File: src/rtl/toy_cpu_pkg.sv
// Shared encodings for the multi-cycle toy CPU: FSM states, ALU ops, opcodes
// and instruction field positions.
package toy_cpu_pkg;

   typedef enum logic [1:0] {
      ST_IDLE  = 2'd0,
      ST_FETCH = 2'd1,
      ST_EXEC  = 2'd2,
      ST_HALT  = 2'd3
   } state_e;

   typedef enum logic [1:0] {
      ALU_ADD = 2'd0,
      ALU_SUB = 2'd1,
      ALU_AND = 2'd2,
      ALU_OR  = 2'd3
   } alu_op_e;

   localparam logic [3:0] OP_NOP  = 4'h0;
   localparam logic [3:0] OP_LDI  = 4'h1;
   localparam logic [3:0] OP_ADD  = 4'h2;
   localparam logic [3:0] OP_ADDI = 4'h3;
   localparam logic [3:0] OP_SUB  = 4'h4;
   localparam logic [3:0] OP_SUBI = 4'h5;
   localparam logic [3:0] OP_AND  = 4'h6;
   localparam logic [3:0] OP_OR   = 4'h7;
   localparam logic [3:0] OP_LD   = 4'h8;
   localparam logic [3:0] OP_ST   = 4'h9;
   localparam logic [3:0] OP_IN   = 4'hA;
   localparam logic [3:0] OP_OUT  = 4'hB;
   localparam logic [3:0] OP_JMP  = 4'hC;
   localparam logic [3:0] OP_JZ   = 4'hD;
   localparam logic [3:0] OP_JC   = 4'hE;
   localparam logic [3:0] OP_HLT  = 4'hF;

   localparam int OPC_LSB = 12;
   localparam int RD_LSB  = 10;
   localparam int RS_LSB  = 8;
   localparam int IMM_W   = 8;

endpackage

File: src/rtl/toy_alu_flags.sv
// Combinational DATA_W-wide ALU returning result plus C,V,N,Z flags.
module toy_alu_flags
   import toy_cpu_pkg::*;
#(
   parameter int DATA_W = 8
) (
   input  logic [1:0]        op_i,
   input  logic [DATA_W-1:0] a_i,
   input  logic [DATA_W-1:0] b_i,
   output logic [DATA_W-1:0] res_o,
   output logic              c_o,
   output logic              v_o,
   output logic              n_o,
   output logic              z_o
);

   logic [DATA_W-1:0] b_s;
   logic [DATA_W:0]   sum_s;

   // Subtract is A + ~B + 1, so C=1 means no borrow.
   always_comb begin
      b_s   = (op_i == ALU_SUB) ? ~b_i : b_i;
      sum_s = {1'b0, a_i} + {1'b0, b_s} + {{DATA_W{1'b0}}, (op_i == ALU_SUB)};
      res_o = sum_s[DATA_W-1:0];
      c_o   = sum_s[DATA_W];
      v_o   = (a_i[DATA_W-1] == b_s[DATA_W-1]) && (res_o[DATA_W-1] != a_i[DATA_W-1]);
      case (op_i)
         ALU_AND: begin
            res_o = a_i & b_i;
            c_o   = 1'b0;
            v_o   = 1'b0;
         end
         ALU_OR: begin
            res_o = a_i | b_i;
            c_o   = 1'b0;
            v_o   = 1'b0;
         end
         default: begin
         end
      endcase
      n_o = res_o[DATA_W-1];
      z_o = (res_o == {DATA_W{1'b0}});
   end

endmodule

File: src/rtl/toy_cpu_mc.sv
// Multi-cycle toy CPU: FETCH/EXEC FSM, prog-load port, handshaked IN/OUT, HALT.
module toy_cpu_mc
   import toy_cpu_pkg::*;
#(
   parameter int DATA_W  = 8,
   parameter int PC_W    = 6,
   parameter int DMEM_AW = 4
) (
   input  logic              clk,
   input  logic              reset,
   input  logic              prog_valid,
   input  logic [PC_W-1:0]   prog_addr,
   input  logic [15:0]       prog_data,
   output logic              prog_ready,
   input  logic              start,
   input  logic              in_valid,
   input  logic [DATA_W-1:0] in_data,
   output logic              in_ready,
   output logic              out_valid,
   output logic [DATA_W-1:0] out_data,
   output logic              halted,
   output logic [PC_W-1:0]   dbg_pc,
   output logic [DATA_W-1:0] dbg_acc
);

   state_e            state_q, state_d;
   logic [PC_W-1:0]   pc_q, pc_d;
   logic [15:0]       ir_q, ir_d;
   logic [DATA_W-1:0] regs_q [4];
   logic              c_q, v_q, n_q, z_q;
   logic [DATA_W-1:0] out_data_q;
   logic              out_valid_q;
   logic [15:0]       imem_q [2**PC_W];
   logic [DATA_W-1:0] dmem_q [2**DMEM_AW];

   logic [3:0]         opc_s;
   logic [1:0]         rd_s, rs_s, alu_op_s;
   logic [DATA_W-1:0]  imm_s, rd_val_s, rs_val_s, alu_b_s, alu_res_s, rf_wdata_s;
   logic               alu_c_s, alu_v_s, alu_n_s, alu_z_s;
   logic               rf_we_s, flag_we_s, dmem_we_s, out_we_s;
   logic [DMEM_AW-1:0] daddr_s;
   logic [PC_W-1:0]    tgt_s;

   // Instruction decode and operand selection.
   always_comb begin
      opc_s    = ir_q[OPC_LSB +: 4];
      rd_s     = ir_q[RD_LSB +: 2];
      rs_s     = ir_q[RS_LSB +: 2];
      daddr_s  = ir_q[DMEM_AW-1:0];
      tgt_s    = ir_q[PC_W-1:0];
      for (int i = 0; i < DATA_W; i++) begin
         imm_s[i] = (i < IMM_W) ? ir_q[i] : 1'b0;
      end
      rd_val_s = regs_q[rd_s];
      rs_val_s = regs_q[rs_s];
      alu_b_s  = (opc_s == OP_ADDI || opc_s == OP_SUBI) ? imm_s : rs_val_s;
      case (opc_s)
         OP_ADD, OP_ADDI: alu_op_s = ALU_ADD;
         OP_SUB, OP_SUBI: alu_op_s = ALU_SUB;
         OP_AND:          alu_op_s = ALU_AND;
         default:         alu_op_s = ALU_OR;
      endcase
   end

   toy_alu_flags #(.DATA_W(DATA_W)) u_alu (
      .op_i (alu_op_s),
      .a_i  (rd_val_s),
      .b_i  (alu_b_s),
      .res_o(alu_res_s),
      .c_o  (alu_c_s),
      .v_o  (alu_v_s),
      .n_o  (alu_n_s),
      .z_o  (alu_z_s)
   );

   // Next-state, PC and write-enable logic; every architectural update lands on the EXEC edge.
   always_comb begin
      state_d    = state_q;
      pc_d       = pc_q;
      ir_d       = ir_q;
      rf_we_s    = 1'b0;
      rf_wdata_s = {DATA_W{1'b0}};
      flag_we_s  = 1'b0;
      dmem_we_s  = 1'b0;
      out_we_s   = 1'b0;
      case (state_q)
         ST_IDLE, ST_HALT: begin
            if (start) begin
               state_d = ST_FETCH;
               pc_d    = {PC_W{1'b0}};
            end else begin
               state_d = state_q;
            end
         end
         ST_FETCH: begin
            ir_d    = imem_q[pc_q];
            state_d = ST_EXEC;
         end
         ST_EXEC: begin
            state_d = ST_FETCH;
            pc_d    = pc_q + PC_W'(1);
            case (opc_s)
               OP_LDI: begin
                  rf_we_s    = 1'b1;
                  rf_wdata_s = imm_s;
               end
               OP_ADD, OP_ADDI, OP_SUB, OP_SUBI, OP_AND, OP_OR: begin
                  rf_we_s    = 1'b1;
                  rf_wdata_s = alu_res_s;
                  flag_we_s  = 1'b1;
               end
               OP_LD: begin
                  rf_we_s    = 1'b1;
                  rf_wdata_s = dmem_q[daddr_s];
               end
               OP_ST:  dmem_we_s = 1'b1;
               OP_IN: begin
                  if (in_valid) begin
                     rf_we_s    = 1'b1;
                     rf_wdata_s = in_data;
                  end else begin
                     state_d = ST_EXEC;
                     pc_d    = pc_q;
                  end
               end
               OP_OUT: out_we_s = 1'b1;
               OP_JMP: pc_d = tgt_s;
               OP_JZ: begin
                  if (z_q) pc_d = tgt_s;
                  else     pc_d = pc_q + PC_W'(1);
               end
               OP_JC: begin
                  if (c_q) pc_d = tgt_s;
                  else     pc_d = pc_q + PC_W'(1);
               end
               OP_HLT: begin
                  state_d = ST_HALT;
                  pc_d    = pc_q;
               end
               default: begin
               end
            endcase
         end
         default: state_d = ST_IDLE;
      endcase
   end

   // FSM, PC and instruction register.
   always_ff @(posedge clk) begin
      if (reset) begin
         state_q <= ST_IDLE;
         pc_q    <= {PC_W{1'b0}};
         ir_q    <= 16'h0000;
      end else begin
         state_q <= state_d;
         pc_q    <= pc_d;
         ir_q    <= ir_d;
      end
   end

   // Register file, flags and output port.
   always_ff @(posedge clk) begin
      if (reset) begin
         for (int i = 0; i < 4; i++) regs_q[i] <= {DATA_W{1'b0}};
         {c_q, v_q, n_q, z_q} <= 4'b0000;
         out_data_q  <= {DATA_W{1'b0}};
         out_valid_q <= 1'b0;
      end else begin
         if (rf_we_s) regs_q[rd_s] <= rf_wdata_s;
         if (flag_we_s) {c_q, v_q, n_q, z_q} <= {alu_c_s, alu_v_s, alu_n_s, alu_z_s};
         if (out_we_s) out_data_q <= rs_val_s;
         out_valid_q <= out_we_s;
      end
   end

   // Memories keep their contents across reset; writes are suppressed on a reset edge.
   always_ff @(posedge clk) begin
      if (prog_valid && prog_ready && !reset) imem_q[prog_addr] <= prog_data;
      if (dmem_we_s && !reset) dmem_q[daddr_s] <= rs_val_s;
   end

   assign prog_ready = (state_q == ST_IDLE) || (state_q == ST_HALT);
   assign in_ready   = (state_q == ST_EXEC) && (opc_s == OP_IN);
   assign out_valid  = out_valid_q;
   assign out_data   = out_data_q;
   assign halted     = (state_q == ST_HALT);
   assign dbg_pc     = pc_q;
   assign dbg_acc    = regs_q[0];

endmodule

File: config.mk
export PLATFORM = sky130hd
export DESIGN_NAME = toy_cpu_mc
export DESIGN_NICKNAME = d
export VERILOG_FILES = /design/src/rtl/toy_cpu_pkg.sv /design/src/rtl/toy_alu_flags.sv /design/src/rtl/toy_cpu_mc.sv
export SDC_FILE = /design/constraint.sdc
export NUM_CORES = 1
export LEC_CHECK = 0
export ABC_AREA = 1
export CORE_MARGIN = 3
export CORE_UTILIZATION = 45
export DETAILED_ROUTE_END_ITERATION = 8
export PLACE_DENSITY_LB_ADDON = 0.25
export SYNTH_ARGS = -nofsm -noshare
export SYNTH_HDL_FRONTEND = slang
export SYNTH_SLANG_ARGS = --single-unit
export TNS_END_PERCENT = 100
File: constraint.sdc
create_clock -name clk -period 4.5 [get_ports clk]
set_input_delay 0.675 -clock clk [delete_from_list [all_inputs] [get_ports clk]]
set_output_delay 0.675 -clock clk [all_outputs]
set_load 0.02 [all_outputs]
==> results of run 1 <==
-- sequential cells by signal, indices dropped and copies added (netlist names) --
name	count
state_q	2
ir_q	16
out_valid	1
z_q	1
dbg_pc	6
imem_q	1024
regs_q	32
dmem_q	128
out_data	8
c_q	1
-- through the flow --
| stage | hold WS [ps] | total power [uW] | instances | util (%) |
|---|---|---|---|---|
| after CTS | 142 | 24500 | 5478 | 51.6 |
| after global placement | 498 | 14600 | 5253 | 48.0 |
| after floorplan | 457 | 13900 | 3918 | - |
| after global routing | 156 | 25100 | 5478 | 51.6 |
| after detailed placement | 503 | 14600 | 5253 | 48.0 |
| final | 181 | 24300 | 5479 | 51.6 |
-- report_power, final --
part           switching [uW]  internal [uW]  total [uW]  leakage [uW]
clock network            4220           5720        9930       0.00190
logic                    1290            462        1760       0.00543
registers                60.3          12600       12600        0.0110
-- cell families (layout without fill, tap and decap cells) --
family	after synthesis	in the layout
adders and majority gates	12	12
muxes	2	2
other	0	1
AOI/OAI and AO/OA	1135	1135
DFF	1219	1219
buffers and inverters	376	533
xor gates and xnor gates	8	8
and+or+nand+nor	1166	1166
-- cells in the final DEF (no fill, tap or decap), drive strengths merged --
| cell type | Yosys | routed |
|---|---|---|
| mux2i | 2 | 2 |
| nand2 | 224 | 224 |
| a221oi | 4 | 4 |
| clkdlybuf4s50 | 0 | 44 |
| a41oi | 1 | 1 |
| xor2 | 8 | 8 |
| nand4 | 4 | 4 |
| nand3b | 1 | 1 |
| diode | 0 | 1 |
| o22ai | 194 | 194 |
| nand3 | 123 | 123 |
| ha | 11 | 11 |
| a32oi | 4 | 4 |
| clkinvlp | 0 | 3 |
| o221ai | 41 | 41 |
| o21ai | 614 | 614 |
| nor2 | 781 | 781 |
| a211oi | 1 | 1 |
| and3 | 1 | 1 |
| a21oi | 61 | 61 |
| clkinv | 6 | 60 |
| a31oi | 12 | 12 |
| clkbuf | 174 | 149 |
| a22oi | 55 | 55 |
| bufinv | 0 | 14 |
| o21a | 1 | 1 |
| inv | 115 | 120 |
| o21bai | 1 | 1 |
| edfxtp | 1184 | 1184 |
| nor3 | 23 | 23 |
| dfxtp | 35 | 35 |
| fa | 1 | 1 |
| o211ai | 142 | 142 |
| buf | 81 | 143 |
| or2 | 9 | 9 |
| a22o | 4 | 4 |
-- metal layers --
layer  wire [microns]  part of all wire (%)  global-route usage [%]
met1            56100                    42                    32.2
met2            64800                    48                    38.4
met3             9330                   7.0                    3.60
met4             3440                   2.6                    6.35
met5                0                     0                       0
-- critical path, delay by kind of cell, from the launching register on --
family                     cells  cell delay, ps
buffers and inverters          2             920
adders and majority gates      1             550
DFF                            1             380
and+or+nand+nor                1             330
-- how the worst max path moves through the flow --
stage / slack [ps] / end / cells after the start / start
after floorplan: 1410 / regs_q[0][6] / 20 / ir_q[8]
after detailed placement: 1010 / regs_q[0][4] / 18 / ir_q[10]
after global placement: 1080 / regs_q[0][4] / 18 / ir_q[10]
after CTS: 840 / in_ready / 5 / state_q[0]
final: 940 / in_ready / 4 / state_q[1]
after global routing: 630 / regs_q[0][4] / 18 / ir_q[10]
-- layout make-up --
type,count,area [sq um]
antenna,1,2.50
clock buffer,149,3120
clock inverter,76,772
fill,9173,52300
inverter,121,474
multi-input combinational,2323,11600
sequential,1219,36300
tap,1403,1760
timing repair buffer,187,1650
==> impl_metrics.env, run 1 <==
export IMPL_pwr_density_cell_nw_per_um2=437
export IMPL_slew_headroom_pct=25.0
export IMPL_drtAntennaViolNets=0
export IMPL_ys_ff_latch=1219
export IMPL_finalMaxSlewViolations=0
export IMPL_cap_viol_max_count=0
export IMPL_hold_buffers=0
export IMPL_synth_top_family_by_area="compound AO/OA/AOI/OAI gates"
export IMPL_hold_violations=0
export IMPL_yosys_area_top_type_share_pct=72.0
export IMPL_synth_xor_area_share_pct=0.142
export IMPL_synth_area_sq_um=49400
export IMPL_synth_avg_cell_area_sq_um=12.6
export IMPL_postCtsSetupBuffers=0
export IMPL_r2r_slack_ps=940
export IMPL_overflow=0
export IMPL_synth_most_common_cell="edfxtp_1"
export IMPL_min_to="imem_q[32][14]"
export IMPL_finalCritPeriodShare_pct=79.2
export IMPL_synth_adder_area_share_pct=0.319
export IMPL_rows=120
export IMPL_reg2reg_depth=18
export IMPL_syn_num_nets=3965
export IMPL_synth_compound_area_share_pct=13.5
export IMPL_fp_dieH_microns=337
export IMPL_min_from="prog_data[14]"
export IMPL_dr_pass1_iters=6
export IMPL_end_kind="primary output"
export IMPL_async_reset_ff_share_pct=0
export IMPL_synth_flop_cell="edfxtp_1"
export IMPL_worstSetupPathType="flip-flop to primary output"
export IMPL_yosysUniqueCellTypes=46
export IMPL_hold_depth=1
export IMPL_synth_mux_area_share_pct=0.0405
export IMPL_syn_inst=3918
export IMPL_required_ps=3830
export IMPL_cts_buffer_depth=3
export IMPL_clkTransAtPathRegs_ps=60
export IMPL_fin_tns_setup_ps=0
export IMPL_yosys_area_share_simple_pct=9.52
export IMPL_p_leak_uw=0.0183
export IMPL_vias=32100
export IMPL_antenna_found_initial=2
export IMPL_root_buffer="clkbuf_16"
export IMPL_r2r_end="regs_q[0][4]"
export IMPL_cts_tree="yes"
export IMPL_die_w_microns=337
export IMPL_drc=0
export IMPL_rsz0062_at_grt="no"
export IMPL_numPortBuffers=60
export IMPL_worst_slack_ps=938
export IMPL_fmax_mhz=281
export IMPL_synth_edf_count=1184
export IMPL_max_stage_delay_ps=670
export IMPL_htree_levels=3
export IMPL_status="complete, no violations"
export IMPL_start_util_pct=45.7
export IMPL_ir_drop_v=0.000366
export IMPL_dpl_worst_slack_ps=1010
export IMPL_place_congestion=0.875
export IMPL_areaGrowthSynthToFinish_pct=12.7
export IMPL_layout_min_cycle_time_ps=3560
export IMPL_dpl_hpwl_microns=76800
export IMPL_drt_iter0_drc=3482
export IMPL_yosysWarningCount=0
export IMPL_grt_max_degree=199
export IMPL_first_global_vias=29900
export IMPL_hold_path_class="primary input to flip-flop"
export IMPL_start_kind="flip-flop"
export IMPL_final_area_sq_um=55700
export IMPL_crit_fanout=13
export IMPL_final_net_count=4018
export IMPL_drive_above_1_share_pct=8.96
export IMPL_r2r_start="ir_q[10]"
export IMPL_wire_per_inst_microns=24.4
export IMPL_cpMaxStageDelayCell="clkdlybuf4s50_1"
export IMPL_skew_ps=36.6
export IMPL_tightest_slew_ps=1130
export IMPL_postPlaceCellArea_sq_um=51800
export IMPL_insertion_delay_ps=710
export IMPL_synthTopCellsByArea="edfxtp_1, o21ai_0, nor2_1"
export IMPL_cp_data_arrival_time_ps=2890
export IMPL_synth_seq_area_share_pct=73.4
export IMPL_finalSetupViolations=0
export IMPL_grt_usage_pct=23.2
export IMPL_viasPerCell=5.86
export IMPL_grt_first_pass_wirelength_microns=197000
export IMPL_crit_chain="ha_1 > inv_1 > nor2_1 > clkdlybuf4s50_1"
export IMPL_io_pins=61
export IMPL_clock_sinks=1219
export IMPL_synth_top_cell_by_area="edfxtp_1"
export IMPL_core_sq_um=108000
export IMPL_die_area_sq_um=114000
export IMPL_routed_wl_microns=134000
export IMPL_cts_made_buffers=119
export IMPL_cts_resized_gates=0
export IMPL_synthTopCellsByCount="edfxtp_1, nor2_1, o21ai_0"
(Power assumes the default switching activity.)
==> run 2: changes to the inputs <==
clock period = 3.55 ns   (was 4.5 ns; I/O delays follow)
==> impl_metrics.env, run 2 (synthesis results as in run 1) <==
export IMPL_status="complete, no violations"
export IMPL_skew_ps=43.5
export IMPL_r2r_slack_ps=360
export IMPL_dpl_hpwl_microns=81200
export IMPL_cap_viol_max_count=0
export IMPL_drtAntennaViolNets=0
export IMPL_ir_drop_v=0.000439
export IMPL_hold_path_class="primary input to flip-flop"
export IMPL_hold_buffers=0
export IMPL_layout_min_cycle_time_ps=3190
export IMPL_regMostFlops="imem_q"
export IMPL_clock_sinks=1219
export IMPL_root_buffer="clkbuf_16"
export IMPL_die_w_microns=337
export IMPL_worstSetupPathType="flip-flop to flip-flop"
export IMPL_dr_pass1_iters=6
export IMPL_start_kind="flip-flop"
export IMPL_fmax_mhz=313
export IMPL_grt_max_degree=176
export IMPL_finalMaxSlewViolations=0
export IMPL_fin_tns_setup_ps=0
export IMPL_rsz0062_at_grt="no"
export IMPL_wire_per_inst_microns=24.8
export IMPL_start_util_pct=45.7
export IMPL_finalSetupViolations=0
export IMPL_cts_tree="yes"
export IMPL_reg_largest_list="imem_q (1024), dmem_q (128), regs_q (32)"
export IMPL_slew_headroom_pct=29.5
export IMPL_r2r_start="ir_q[13]"
export IMPL_grt_usage_pct=23.9
export IMPL_drt_iter0_drc=3251
export IMPL_min_to="imem_q[60][3]"
export IMPL_viasPerCell=5.86
export IMPL_finalCritPeriodShare_pct=89.9
export IMPL_antenna_found_initial=1
export IMPL_final_cell_mix="edfxtp_1, nor2_1, o21ai_0"
export IMPL_cts_buffer_depth=3
export IMPL_end_kind="flip-flop"
export IMPL_r2r_end="regs_q[1][4]"
export IMPL_min_from="prog_data[3]"
export IMPL_largest_register_ffs=1024
export IMPL_overflow=0
export IMPL_reg2reg_depth=19
export IMPL_vias=32400
export IMPL_grt_first_pass_wirelength_microns=202000
export IMPL_drc=0
export IMPL_dpl_worst_slack_ps=401
export IMPL_tightest_slew_ps=1060
export IMPL_hold_violations=0
export IMPL_layout_commonest_cell="edfxtp_1"
export IMPL_rows=120
export IMPL_pwr_density_cell_nw_per_um2=539
export IMPL_io_pins=61
export IMPL_hold_ws_ps=339
export IMPL_worst_slack_ps=359
export IMPL_drive_above_1_share_pct=10.6
export IMPL_routed_wl_microns=137000
export IMPL_required_ps=3980
export IMPL_die_area_sq_um=114000
export IMPL_cts_made_buffers=119
export IMPL_crit_fanout=9
export IMPL_final_net_count=4087
export IMPL_fp_dieH_microns=337
export IMPL_p_leak_uw=0.0188
export IMPL_core_sq_um=108000
export IMPL_first_global_vias=30600
export IMPL_insertion_delay_ps=710
export IMPL_place_congestion=0.882
export IMPL_clkTransAtPathRegs_ps=60
export IMPL_cp_data_arrival_time_ps=3620
export IMPL_numPortBuffers=60
export IMPL_htree_levels=3
export IMPL_hold_depth=2
export IMPL_areaGrowthSynthToFinish_pct=15.5
## run 2: changes by cell type in the layout (fill, tap and decap cells not counted), moves of 2 or more
| cell | before | now |
|---|---|---|
| dfxtp_1 | 31 | 29 |
| buf_12 | 14 | 89 |
| clkinv_4 | 2 | 0 |
| bufinv_16 | 14 | 12 |
| nor2_2 | 4 | 6 |
| nor2_4 | 3 | 1 |
| clkinv_2 | 20 | 24 |
| clkbuf_1 | 28 | 18 |
| dfxtp_2 | 1 | 3 |
| buf_4 | 113 | 107 |
## run 2: where the power goes
group | total, uW | switching [uW] | internal (uW)
registers | 16000 | 67.3 | 15900
clock network | 12400 | 5330 | 7070
logic | 2310 | 1670 | 642
total | 30700 | 7060 | 23600
## run 2: worst max path at each step
stage | startpoint | endpoint | slack, ps | depth (start not counted)
after global placement | ir_q[14] | regs_q[1][4] | 470 | 19
after floorplan | ir_q[8] | regs_q[2][6] | 460 | 20
after detailed placement | ir_q[14] | regs_q[0][4] | 400 | 19
after global routing | ir_q[13] | regs_q[0][4] | 40 | 19
after CTS | ir_q[15] | in_ready | 290 | 5
final | ir_q[13] | regs_q[1][4] | 360 | 19
## run 2: critical path, cell delays in order (launching register included)
cell and delay (ps):
dfxtp_1 420, nand2_1 140, inv_1 90, nand2_1 90, nand2_4 140, nand2_1 80, nand2_1 120, xor2_1 230
inv_1 90, fa_1 450, inv_1 120, nand3_1 70, nand2_1 110, a21oi_1 70, o21ai_1 110, nand2_1 80
a22oi_1 140, o211ai_1 150, nand2_2 140, nor2_1 50
## run 2: metrics by stage
step	area (sq um)	utilization [%]	std cells	total power (uW)
global route	57000	52.8	5536	31700
detailed placement	53200	49.3	5322	18600
finish	57000	52.8	5537	30700
CTS	57000	52.8	5536	30900
global placement	53200	49.3	5322	18600
floorplan	49400	-	3918	17600
## run 2: timing repair
item | CTS | global route
resized for setup | 0 | 3
endpoints found under the setup margin | 0 | 2
buffers inserted | 0 | 0
## run 2: layout make-up
class                      instances  area [sq um]
sequential                      1219         36300
fill                            8991         50900
antenna                            1          2.50
clock inverter                    75           707
tap                             1403          1760
multi-input combinational       2323         11600
clock buffer                     139          3100
timing repair buffer             256          3110
inverter                         121           474
## run 2: routing by layer
metal,GRT usage (%),vias up,wire [microns]
met1,32.4,16100,56400
li1,-,14800,-
met3,3.54,225,9630
met4,7.95,0,4620
met5,0,-,0
met2,39.6,1260,66800
